===== config.mk =====
export PLATFORM = sky130hd
export DESIGN_NAME = board_scanner_flat
export DESIGN_NICKNAME = d
export VERILOG_FILES = /design/src/rtl/life_pkg.sv /design/src/rtl/board_scanner_if.sv /design/src/rtl/board_scanner_row_decoder.sv /design/src/rtl/board_scanner.sv /design/src/flat_wrapper.sv
export SDC_FILE = /design/constraint.sdc
export NUM_CORES = 1
export LEC_CHECK = 0
export CAP_MARGIN = 25
export CORE_MARGIN = 2
export CORE_UTILIZATION = 50
export CTS_BUF_LIST = sky130_fd_sc_hd__clkbuf_4
export DETAILED_ROUTE_END_ITERATION = 7
export PLACE_DENSITY = 0.86
export SLEW_MARGIN = 25
export SYNTH_ARGS = -nofsm -noshare
export SYNTH_HDL_FRONTEND = slang
export SYNTH_SLANG_ARGS = --single-unit

===== constraint.sdc =====
create_clock -name clk -period 5.5 [get_ports clk]
set_input_delay 1.1 -clock clk [delete_from_list [all_inputs] [get_ports clk]]
set_output_delay 1.1 -clock clk [all_outputs]
set_load 0.005 [all_outputs]

===== src/rtl/life_pkg.sv =====
// Shared types and defaults for the LED board scanner: FSM state encoding,
// default geometry/timing, and a width helper used by every scanner file.
package life_pkg;

  typedef enum logic [1:0] {
    ST_IDLE  = 2'd0,
    ST_SCAN  = 2'd1,
    ST_BLANK = 2'd2
  } state_e;

  localparam int N_DEFAULT     = 8;
  localparam int DWELL_DEFAULT = 4;
  localparam int BLANK_DEFAULT = 1;

  // Bits needed to hold 0..v-1, never less than one bit.
  function automatic int clog2_min1(input int v);
    return (v <= 1) ? 1 : $clog2(v);
  endfunction

endpackage


===== src/rtl/board_scanner_if.sv =====
// Board scanner bus: frame request and live board in, row/column drive and status out.
// master = board owner (drives ena/cells), slave = scanner.
interface board_scanner_if
  import life_pkg::*;
#(
  parameter int N = N_DEFAULT
);

  logic           ena;
  logic [N*N-1:0] cells;
  logic [N-1:0]   rows;
  logic [N-1:0]   cols;
  logic           busy;
  logic           frame_done;

  modport master (
    output ena, cells,
    input  rows, cols, busy, frame_done
  );

  modport slave (
    input  ena, cells,
    output rows, cols, busy, frame_done
  );

endinterface


===== src/rtl/board_scanner_row_decoder.sv =====
// Binary row index to one-hot row drive, forced to all-zero when not enabled.
// Purely combinational; the scanner registers the result.
module row_decoder
  import life_pkg::*;
#(
  parameter int N  = N_DEFAULT,
  parameter int RW = clog2_min1(N_DEFAULT)
) (
  input  logic [RW-1:0] row,
  input  logic          en,
  output logic [N-1:0]  onehot
);

  always_comb begin
    onehot = '0;
    for (int i = 0; i < N; i++) begin
      if (en && (row == RW'(i))) begin
        onehot[i] = 1'b1;
      end
    end
  end

endmodule


===== src/rtl/board_scanner.sv =====
// Multiplexed N x N LED scanner: snapshots the board, drives each row for DWELL cycles
// then BLANK dark cycles; all outputs registered, first row visible one cycle after start.
module board_scanner
  import life_pkg::*;
#(
  parameter int N     = N_DEFAULT,
  parameter int DWELL = DWELL_DEFAULT,
  parameter int BLANK = BLANK_DEFAULT
) (
  input  logic            clk,
  input  logic            rst,
  board_scanner_if.slave  bus
);

  localparam int RW   = clog2_min1(N);
  localparam int CMAX = (DWELL > BLANK) ? DWELL : BLANK;
  localparam int CW   = clog2_min1(CMAX);

  state_e         state_q, state_d;
  logic [RW-1:0]  row_q, row_d;
  logic [CW-1:0]  cnt_q, cnt_d;
  logic [N*N-1:0] snap_q, snap_d;
  logic [N-1:0]   rows_q, rows_d;
  logic [N-1:0]   cols_q, cols_d;
  logic           busy_q, busy_d;
  logic           frame_done_q, frame_done_d;
  logic           scan_d;

  always_comb begin
    state_d      = state_q;
    row_d        = row_q;
    cnt_d        = cnt_q;
    snap_d       = snap_q;
    frame_done_d = 1'b0;

    case (state_q)
      ST_IDLE: begin
        if (bus.ena) begin
          snap_d  = bus.cells;
          row_d   = '0;
          cnt_d   = '0;
          state_d = ST_SCAN;
        end
      end

      ST_SCAN: begin
        if (cnt_q == CW'(DWELL - 1)) begin
          cnt_d   = '0;
          state_d = ST_BLANK;
        end else begin
          cnt_d = cnt_q + CW'(1);
        end
      end

      ST_BLANK: begin
        if (cnt_q == CW'(BLANK - 1)) begin
          cnt_d = '0;
          if (row_q == RW'(N - 1)) begin
            // Last row done: ena here chains straight into the next frame.
            frame_done_d = 1'b1;
            row_d        = '0;
            if (bus.ena) begin
              snap_d  = bus.cells;
              state_d = ST_SCAN;
            end else begin
              state_d = ST_IDLE;
            end
          end else begin
            row_d   = row_q + RW'(1);
            state_d = ST_SCAN;
          end
        end else begin
          cnt_d = cnt_q + CW'(1);
        end
      end

      default: begin
        state_d = ST_IDLE;
        row_d   = '0;
        cnt_d   = '0;
      end
    endcase
  end

  // Outputs are decoded from next state so they line up with the state they describe.
  assign scan_d = (state_d == ST_SCAN);
  assign busy_d = (state_d != ST_IDLE);

  row_decoder #(
    .N  (N),
    .RW (RW)
  ) u_row_decoder (
    .row    (row_d),
    .en     (scan_d),
    .onehot (rows_d)
  );

  always_comb begin
    cols_d = '0;
    if (scan_d) begin
      cols_d = N'(snap_d >> (int'(row_d) * N));
    end
  end

  always_ff @(posedge clk) begin
    if (rst) begin
      state_q      <= ST_IDLE;
      row_q        <= '0;
      cnt_q        <= '0;
      snap_q       <= '0;
      rows_q       <= '0;
      cols_q       <= '0;
      busy_q       <= 1'b0;
      frame_done_q <= 1'b0;
    end else begin
      state_q      <= state_d;
      row_q        <= row_d;
      cnt_q        <= cnt_d;
      snap_q       <= snap_d;
      rows_q       <= rows_d;
      cols_q       <= cols_d;
      busy_q       <= busy_d;
      frame_done_q <= frame_done_d;
    end
  end

  assign bus.rows       = rows_q;
  assign bus.cols       = cols_q;
  assign bus.busy       = busy_q;
  assign bus.frame_done = frame_done_q;

endmodule


===== src/flat_wrapper.sv =====
// flat-port wrapper written by rule: the top's interface ports become plain ports
module board_scanner_flat import life_pkg::*;
#(
  parameter int N     = N_DEFAULT,
  parameter int DWELL = DWELL_DEFAULT,
  parameter int BLANK = BLANK_DEFAULT
)
  (clk, rst, bus_ena, bus_cells, bus_rows, bus_cols, bus_busy, bus_frame_done);
  board_scanner_if #(.N(N)) bus_i ();
  input  logic clk;
  input  logic rst;
  input wire logic [$bits(bus_i.ena)-1:0] bus_ena;
  input wire logic [$bits(bus_i.cells)-1:0] bus_cells;
  output wire logic [$bits(bus_i.rows)-1:0] bus_rows;
  output wire logic [$bits(bus_i.cols)-1:0] bus_cols;
  output wire logic [$bits(bus_i.busy)-1:0] bus_busy;
  output wire logic [$bits(bus_i.frame_done)-1:0] bus_frame_done;
  assign bus_i.ena = bus_ena;
  assign bus_i.cells = bus_cells;
  assign bus_rows = bus_i.rows;
  assign bus_cols = bus_i.cols;
  assign bus_busy = bus_i.busy;
  assign bus_frame_done = bus_i.frame_done;
  board_scanner #(.N(N), .DWELL(DWELL), .BLANK(BLANK)) u_core (.clk(clk), .rst(rst), .bus(bus_i));
endmodule

==> results of run 1 <==
==> cell type report <==
cell class | instances | area [um2] | share of cell area (%)
Clock inverter | 7 | 43.79 | 0.9223
Sequential cell | 89 | 1782 | 37.52
Timing Repair Buffer | 87 | 858.3 | 18.08
Tap cell | 99 | 123.9 | 2.609
Inverter | 5 | 18.77 | 0.3953
Clock buffer | 9 | 67.56 | 1.423
Multi-Input combinational cell | 261 | 1854 | 39.05
==> logic make-up after synthesis <==
group	synth area share, %
buf+inv	5.046
simple gates	15.50
fa+ha+maj	3.277
flops	46.66
mux	5.079
compound gates	24.44
==> metrics by stage <==
stage	hold slack (ps)	utilization (%)	instances	setup WS (ps)
3_5_place_dp	474.6	63.17	541	1320
3_3_place_gp	452.4	63.17	541	1593
6_report	505.6	64.77	557	1717
5_1_grt	547.0	64.77	557	1593
2_1_floorplan	444.8	-	387	2805
4_1_cts	494.3	64.69	557	1797
==> routing by layer <==
layer  GRT usage (%)  part of all wire [%]  up-vias
met5               0                     0        -
met4           4.924                   1.0        0
met3           6.639                   6.8       10
met2           39.09                    49      143
met1           30.94                    43     1583
li1                -                     -     1548
==> sequential cells by signal (all words and copies together) (netlist names) <==
signal	flops
u_core.row_q	3
u_core.state_q	2
u_core.bus.frame_done	1
u_core.bus.rows	8
u_core.snap_q	64
u_core.bus.busy	1
u_core.bus.cols	8
u_core.cnt_q	2
==> where the power goes <==
group,internal [W],total [W],switching [W]
Sequential,0.000681,0.000693,0.0000121
Clock,0.0000935,0.000318,0.000224
Combinational,0.000112,0.000226,0.000114
Total,0.000887,0.00124,0.000351
==> worst min-delay path, stage by stage, from the launching register on <==
cell and delay [ps]:
sky130_fd_sc_hd__dfxtp_1 320, sky130_fd_sc_hd__nand2_1 80, sky130_fd_sc_hd__a21oi_1 70
==> cell usage in the layout, fill, tap and decap left out, drive strengths merged, types with 2 or more instances in the layout <==
cell / n
dfxtp: 89
clkdlybuf4s50: 83
nor2: 67
a22oi: 50
a22o: 24
nor2b: 18
nand2: 12
ha: 10
clkbuf: 9
mux2: 9
o221ai: 9
a221o: 8
nor3: 8
inv: 8
mux2i: 7
a21oi: 6
nor4: 5
buf: 4
or2: 4
clkinv: 4
o21a: 3
a21o: 2
and3: 2
and2: 2
o31ai: 2
o21ai: 2
a211oi: 2
==> final timing paths <==
check,cells past startpoint,from,endpoint
max,7,bus_ena,u_core.bus.cols[2]
min,2,u_core.snap_q[15],u_core.snap_q[15]
max reg2reg,8,u_core.state_q[0],u_core.bus.cols[2]
min reg2reg,2,u_core.snap_q[15],u_core.snap_q[15]
==> metrics.md, run 1 <==
| Metric | Value |
|---|---|
| Outcome | complete, no violations |
| Time the final worst path needs with I/O delays and setup | 3783 ps |
| First-pass GRT wire length | 15.61 mm |
| Final setup vio count | 0 |
| Maxcap violations | 0 |
| Filler cell count in the final layout | 590 |
| Cell area after synthesis | 0.003819 mm2 |
| Share of the yosys chip area belonging to registers | 46.66% |
| Data required, critical path | 5840 ps |
| Clock latency at the later pin of the worst-skew pair | 440 ps |
| Largest stage delay on the critical path | 800 ps |
| Max Buffers Root-to-Sink | 2 |
| Setup fix buffers added after clock tree synthesis | 0 |
| Slew margin rel. | 30.92% |
| Final count of hold timing violations | 0 |
| Cell type with the highest aggregate area in the netlist | sky130_fd_sc_hd__dfxtp_1 |
| Final sum of negative setup slack | 0 ps |
| Final nets | 530 |
| All-layer global routing usage | 23.69% |
| Area inside the core boundary | 0.007331 mm2 |
| Die height | 91.39 um |
| Count of boundary I/O pins | 85 |
| Global route total overflow | 0 |
| Reported leakage power | 1.826 nW |
| Remaining number of nets flagged by the antenna check after routing | 0 |
| Number of slew-limit violations in the final report | 0 |
| Critical path peak fanout | 18 |
| Highest clock rate | 264.3 MHz |
| Number of global-route vias before repair | 3,086 |
| Number of antenna violations at the first check in global routing | 0 |
| GPL Wtd Cong | 0.8698 |
| TritonCTS buffer count | 9 |
| Number of port buffers | 84 |
| Width of the die | 91.39 um |
| Worst hold path class | reg2reg |
| Hold buffers post-CTS | 0 |
| Critical path startpoint category | primary input |
| FFs w/ async S/R, synth | 0% |
| Reg clk slew, reported paths | 130 ps |
| Layout overhead on the synthesized area | 24.34% |
| Final non-filler cell area | 0.004748 mm2 |
| Transition at the pin with the smallest max-transition slack | 1036 ps |
| CP arrival | 4120 ps |
| Power per cell area | 260.6 mW/mm2 |
| Pin count of the biggest net entering global routing | 73 |
| Number of vias in the routed layout | 3,284 |
| Overall power consumption | 0.001238 W |
| Worst Setup Path Type | in2reg |
| Area fraction of the dominant cell type after synthesis | 46.66% |
| Final clock period utilization by the worst path | 68.78% |
| Antenna cells | 0 |
| Standard cell with the maximum stage delay on the critical path | sky130_fd_sc_hd__or2_1 |
| Number of warning messages in the yosys log | 0 |
| H-tree depth | 3 |
| Via-to-Cell Ratio | 5.896 |
| CTS root buffer | sky130_fd_sc_hd__clkbuf_4 |
| CP cell instances | clkdlybuf4s50_1 > nor2b_1 > o21a_1 > or2_1 > mux2i_1 > a221o_1 > a22o_1 |
| RSZ-0062 raised after global routing | no |
| Cell area reported after detailed placement | 0.004631 mm2 |
| TritonCTS clock tree | yes |
| Post-CTS Resized | 0 |
| Row count | 31 |
| Dpl hpwl | 7.012 mm |
| Worst IR drop on VDD | 0.1802 mV |
| Top area cells in the synthesized netlist | sky130_fd_sc_hd__dfxtp_1, sky130_fd_sc_hd__a22oi_1, sky130_fd_sc_hd__nor2_1 |
| Sum of routed wire length over all layers | 9.801 mm |
| Crit end category | flip-flop |
| Worst reg-to-reg setup slack | 2200 ps |
| Starting density of the core | 52.09% |
| Share of layout cells above drive strength 1 | 9.389% |
| Synth Flop Type | sky130_fd_sc_hd__dfxtp_1 |
| Register bit count reported by yosys | 89 |
| Overall die area | 0.008352 mm2 |
| Yosys cell types | 47 |
| Wire per inst | 17.60 um |
| First DRT Iteration DRCs | 267 |
| Synth top cells by count | sky130_fd_sc_hd__dfxtp_1, sky130_fd_sc_hd__nor2_1, sky130_fd_sc_hd__a22oi_1 |
| Synthesized netlist net count | 464 |
| 1st-pass router iterations | 5 |
| Number of enable-type register cells in the synthesized netlist | 0 |
| DR DRC count | 0 |
| Largest delay contributor family on the critical path | simple AND/OR/NAND/NOR gates |
| Clock Sink Count | 89 |
| Number of buffers and inverters on the critical path | 1 |
| Maximum clock skew at final layout | 14.31 ps |
| Syn Inst Count | 387 |
| Leading cell type by number of instances after synthesis | sky130_fd_sc_hd__dfxtp_1 |
| Average cell area after synthesis | 9.867 um2 |
Power figures use the tool's default switching activity.
==> run 2: changes to the inputs <==
==> constraint.sdc (replaced) <==
create_clock -name clk -period 3.84 [get_ports clk]
set_input_delay 0.768 -clock clk [delete_from_list [all_inputs] [get_ports clk]]
set_output_delay 0.768 -clock clk [all_outputs]
set_load 0.005 [all_outputs]
==> metrics.md, run 2 (synthesis gave the netlist of run 1 again) <==
| Metric | Value |
|---|---|
| Outcome | complete, no violations |
| Pin count of the biggest net entering global routing | 72 |
| Wire per inst | 17.37 um |
| Hold buffers post-CTS | 0 |
| Width of the die | 91.39 um |
| Clock Sink Count | 89 |
| RSZ-0062 raised after global routing | no |
| Area inside the core boundary | 0.007331 mm2 |
| TritonCTS clock tree | yes |
| DR DRC count | 0 |
| Reported leakage power | 1.875 nW |
| Dpl hpwl | 6.849 mm |
| Start point of the critical path | bus_ena |
| Transition at the pin with the smallest max-transition slack | 948.3 ps |
| Final sum of negative setup slack | 0 ps |
| Worst IR drop on VDD | 0.2000 mV |
| WHS | 487.1 ps |
| Cells on worst reg2reg path | 9 |
| Overall die area | 0.008352 mm2 |
| Maximum clock skew at final layout | 19.36 ps |
| All-layer global routing usage | 23.14% |
| Remaining number of nets flagged by the antenna check after routing | 0 |
| Worst hold path cell count | 2 |
| First DRT Iteration DRCs | 253 |
| Sum of routed wire length over all layers | 9.744 mm |
| CTS root buffer | sky130_fd_sc_hd__clkbuf_4 |
| Highest clock rate | 320.3 MHz |
| Power per cell area | 395.3 mW/mm2 |
| Max Buffers Root-to-Sink | 2 |
| Final Instance Count excl. Fillers | 561 |
| Share of layout cells above drive strength 1 | 9.957% |
| Worst Hold End | u_core.snap_q[15] |
| Final clock period utilization by the worst path | 81.29% |
| Register containing the most flip-flops in the final layout | u_core.snap_q |
| Most used cells in the layout excluding fill and tap cells | sky130_fd_sc_hd__dfxtp_1, sky130_fd_sc_hd__clkdlybuf4s50_1, sky130_fd_sc_hd__nor2_1 |
| Startpoint of the lowest-slack hold path | u_core.snap_q[15] |
| Clock latency at the later pin of the worst-skew pair | 440 ps |
| H-tree depth | 3 |
| Final nets | 534 |
| Number of antenna violations at the first check in global routing | 0 |
| Worst reg2reg startpoint | u_core.state_q[0] |
| Number of buffers and inverters on the critical path | 2 |
| Starting density of the core | 52.09% |
| Via-to-Cell Ratio | 5.843 |
| Cell count after placement | 544 |
| Critical path startpoint category | primary input |
| Final count of hold timing violations | 0 |
| Most common cell after layout, fill and taps aside | sky130_fd_sc_hd__dfxtp_1 |
| Crit end category | flip-flop |
| Overall power consumption | 0.001919 W |
| Final standard cell utilization of the core | 66.24% |
| Worst hold path class | reg2reg |
| Layout overhead on the synthesized area | 27.16% |
| Clk pwr share | 30.9% |
| Standard cell with the maximum stage delay on the critical path | sky130_fd_sc_hd__nor2b_1 |
| First-pass GRT wire length | 15.46 mm |
| Switching Power | 0.0004970 W |
| Data required, critical path | 4220 ps |
| Fraction of power consumed by combinational cells | 17.4% |
| Critical path peak fanout | 12 |
| Count of boundary I/O pins | 85 |
| Worst Setup Path Type | in2reg |
| R2r endpoint | u_core.bus.cols[3] |
| Number of global-route vias before repair | 3,099 |
| Time the final worst path needs with I/O delays and setup | 3122 ps |
| Reg clk slew, reported paths | 130 ps |
| Net Sw Frac | 25.89% |
| Post-CTS Resized | 0 |
| Maxcap violations | 0 |
| Max FFs per register | 64 |
| Setup fix buffers added after clock tree synthesis | 0 |
| Slew margin rel. | 36.55% |
| Largest delay contributor family on the critical path | simple AND/OR/NAND/NOR gates |
| Total internal power | 0.001422 W |
| Sequential share of power | 51.8% |
| Largest stage delay on the critical path | 530 ps |
| Number of port buffers | 84 |
| Number of vias in the routed layout | 3,278 |
| Die height | 91.39 um |
| Row count | 31 |
| Global route total overflow | 0 |
| TritonCTS buffer count | 9 |
| Worst reg-to-reg setup slack | 870 ps |
| Final setup vio count | 0 |
| GPL Wtd Cong | 0.8726 |
| Antenna cells | 0 |
| CP cell instances | clkdlybuf4s50_1 > nor2b_1 > o21a_1 > or2_1 > buf_4 > mux2_4 > o221ai_2 > a22o_1 |
| CP arrival | 3500 ps |
| Number of slew-limit violations in the final report | 0 |
| 1st-pass router iterations | 5 |
==> run 2: cell count changes in the layout (fill, tap and decap cells not counted), sizes merged <==
cell,delta
buf,+4
bufinv,+2
clkbuf,+2
clkinv,-2
clkinvlp,+1
inv,-3
==> run 2: power groups by stage <==
stage / Clock, W / Sequential (W) / Combinational [W]
after floorplan: 0 / 0.00101 / 0.000195
after global placement: 0 / 0.00101 / 0.000316
after detailed placement: 0 / 0.00101 / 0.000323
after CTS: 0.000594 / 0.000993 / 0.000325
after global routing: 0.000632 / 0.000998 / 0.000362
final: 0.000593 / 0.000994 / 0.000333
==> run 2: worst max-delay path by stage <==
stage                                     to  cells after the start  slack [ps]
after floorplan           u_core.bus.cols[6]                      9        1480
after global placement    u_core.bus.cols[1]                      8         430
after detailed placement  u_core.bus.cols[3]                      8         330
after CTS                 u_core.bus.cols[5]                      8         760
after global routing      u_core.bus.cols[3]                      8         560
final                     u_core.bus.cols[3]                      8         720
==> run 2: per-layer routing <==
metal  vias to the layer above  track usage, %  share of wire [%]
li1                       1555               -                  -
met1                      1572           31.52                 44
met2                       136           37.32                 49
met3                        15           4.315                6.0
met4                         0           6.818                1.3
met5                         -               0                  0
==> run 2: final cells by class <==
| type | instances | area, um2 |
|---|---|---|
| Clock buffer | 11 | 82.58 |
| Tap cell | 99 | 123.9 |
| Multi-Input combinational cell | 261 | 1848 |
| Fill cell | 580 | 2475 |
| Sequential cell | 89 | 1782 |
| Timing Repair Buffer | 91 | 920.9 |
| Clock inverter | 5 | 80.08 |
| Inverter | 5 | 18.77 |
==> run 2: worst reg2reg max path, delay by kind of cell (launching register included) <==
| kind | cells | cell delay, ps |
|---|---|---|
| fa+ha+maj | 1 | 230 |
| mux | 1 | 330 |
| simple gates | 2 | 1050 |
| flops | 1 | 370 |
| buf+inv | 2 | 410 |
| compound gates | 3 | 550 |
==> run 2: per-stage QoR <==
stage          worst slack [ps]  area (um2)
3_3_place_gp              433.3        4666
5_1_grt                   563.8        4856
4_1_cts                   759.5        4828
6_report                  718.3        4856
3_5_place_dp              325.8        4666
2_1_floorplan              1477        3819
==> run 3: changes to the inputs <==
==> constraint.sdc (replaced) <==
create_clock -name clk -period 3.1 [get_ports clk]
set_input_delay 0.62 -clock clk [delete_from_list [all_inputs] [get_ports clk]]
set_output_delay 0.62 -clock clk [all_outputs]
set_load 0.005 [all_outputs]
==> metrics.md, run 3 (synthesis gave the netlist of run 1 again) <==
| Metric | Value |
|---|---|
| Number of antenna violations at the first check in global routing | 0 |
| Total internal power | 0.001751 W |
| TritonCTS buffer count | 9 |
| DR DRC count | 0 |
| Max FFs per register | 64 |
| Net Sw Frac | 25.68% |
| Dpl hpwl | 6.865 mm |
| Register containing the most flip-flops in the final layout | u_core.snap_q |
| Most common cell after layout, fill and taps aside | sky130_fd_sc_hd__dfxtp_1 |
| Area inside the core boundary | 0.007331 mm2 |
| Number of slew-limit violations in the final report | 0 |
| Remaining number of nets flagged by the antenna check after routing | 0 |
| Share of layout cells above drive strength 1 | 11.32% |
| Setup fix buffers added after clock tree synthesis | 0 |
| Data required, critical path | 3490 ps |
| Most used cells in the layout excluding fill and tap cells | sky130_fd_sc_hd__dfxtp_1, sky130_fd_sc_hd__clkdlybuf4s50_1, sky130_fd_sc_hd__nor2_1 |
| Final standard cell utilization of the core | 66.85% |
| Highest clock rate | 378.4 MHz |
| Placement-stage worst setup slack | 110.4 ps |
| Width of the die | 91.39 um |
| Slew margin rel. | 50.79% |
| Antenna cells | 0 |
| Number of port buffers | 84 |
| Outcome | complete, no violations |
| Maximum clock skew at final layout | 17.63 ps |
| CTS root buffer | sky130_fd_sc_hd__clkbuf_4 |
| Sequential share of power | 52.2% |
| All-layer global routing usage | 23.89% |
| Final sum of negative setup slack | 0 ps |
| GPL Wtd Cong | 0.8572 |
| Worst Setup Path Type | reg2reg |
| Count of boundary I/O pins | 85 |
| Clk pwr share | 30.4% |
| Global route total overflow | 0 |
| Number of vias in the routed layout | 3,321 |
| Fraction of power consumed by combinational cells | 17.3% |
| Time the final worst path needs with I/O delays and setup | 2643 ps |
| Overall die area | 0.008352 mm2 |
| Clock Sink Count | 89 |
| Switching Power | 0.0006051 W |
| Worst-case setup margin in the final layout | 457.4 ps |
| Transition at the pin with the smallest max-transition slack | 738.2 ps |
| TritonCTS clock tree | yes |
| Starting density of the core | 52.09% |
| 1st-pass router iterations | 5 |
| Final setup vio count | 0 |
| CP arrival | 3040 ps |
| Worst hold path class | in2reg |
| Clock latency at the later pin of the worst-skew pair | 450 ps |
| Hold buffers post-CTS | 0 |
| H-tree depth | 3 |
| Wire per inst | 17.20 um |
| Crit end category | flip-flop |
| Die height | 91.39 um |
| RSZ-0062 raised after global routing | no |
| Critical path startpoint category | flip-flop |
| Reg clk slew, reported paths | 130 ps |
| Number of global-route vias before repair | 3,277 |
| Max Buffers Root-to-Sink | 2 |
| Pin count of the biggest net entering global routing | 72 |
| First-pass GRT wire length | 15.99 mm |
| Via-to-Cell Ratio | 5.857 |
| Final clock period utilization by the worst path | 85.24% |
| Row count | 31 |
| Final nets | 540 |
| Final count of hold timing violations | 0 |
| Worst IR drop on VDD | 0.2672 mV |
| Post-CTS Resized | 0 |
| Power per cell area | 480.8 mW/mm2 |
| Reported leakage power | 1.905 nW |
| Sum of routed wire length over all layers | 9.751 mm |
| Critical path peak fanout | 37 |
| First DRT Iteration DRCs | 283 |
| Maxcap violations | 0 |
| Layout overhead on the synthesized area | 28.34% |
| Worst reg-to-reg setup slack | 460 ps |
run 3: final cells by class:
type / count / area (um2)
Clock buffer: 10 / 75.07
Clock inverter: 6 / 82.58
Fill cell: 585 / 2430
Inverter: 5 / 18.77
Multi-Input combinational cell: 261 / 1848
Sequential cell: 89 / 1782
Tap cell: 99 / 123.9
Timing Repair Buffer: 97 / 970.9
run 3: layer usage:
metal	global-route usage, %	up-vias	wire [um]
li1	-	1569	-
met1	31.96	1600	4225
met2	38.36	139	4729
met5	0	-	0
met4	6.439	0	124
met3	5.975	13	672
run 3: power groups by stage:
stage | Sequential, W | Clock (W) | Combinational (W)
2_1_floorplan | 0.00125 | 0 | 0.000242
3_3_place_gp | 0.00125 | 0 | 0.000397
3_5_place_dp | 0.00125 | 0 | 0.000406
4_1_cts | 0.00123 | 0.000728 | 0.000409
5_1_grt | 0.00124 | 0.000771 | 0.000446
6_report | 0.00123 | 0.000717 | 0.000409
run 3: worst max-delay path, cell delays in order, from the launching register on:
cell and delay (ps):
sky130_fd_sc_hd__dfxtp_1 380, sky130_fd_sc_hd__ha_1 240, sky130_fd_sc_hd__ha_1 200, sky130_fd_sc_hd__nand4_1 140
sky130_fd_sc_hd__and2_2 540, sky130_fd_sc_hd__buf_12 270, sky130_fd_sc_hd__a22oi_1 130, sky130_fd_sc_hd__mux2_4 300
sky130_fd_sc_hd__o221ai_2 220, sky130_fd_sc_hd__a22o_1 150
run 3: final timing paths:
| check | endpoint | cells after the start | startpoint |
|---|---|---|---|
| max reg2reg | u_core.bus.cols[4] | 9 | u_core.row_q[0] |
| max | u_core.bus.cols[4] | 9 | u_core.row_q[0] |
| min reg2reg | u_core.snap_q[15] | 2 | u_core.snap_q[15] |
| min | u_core.state_q[0] | 2 | rst |
run 3: metrics by stage:
step / power (W) / area, um2 / hold WS, ps / cells
6_report: 0.002356 / 4901 / 371.4 / 567
5_1_grt: 0.002452 / 4901 / 349.7 / 567
4_1_cts: 0.002368 / 4901 / 342.4 / 567
3_5_place_dp: 0.001661 / 4743 / 472.9 / 551
3_3_place_gp: 0.001650 / 4743 / 470.9 / 551
2_1_floorplan: 0.001490 / 3819 / 444.8 / 387
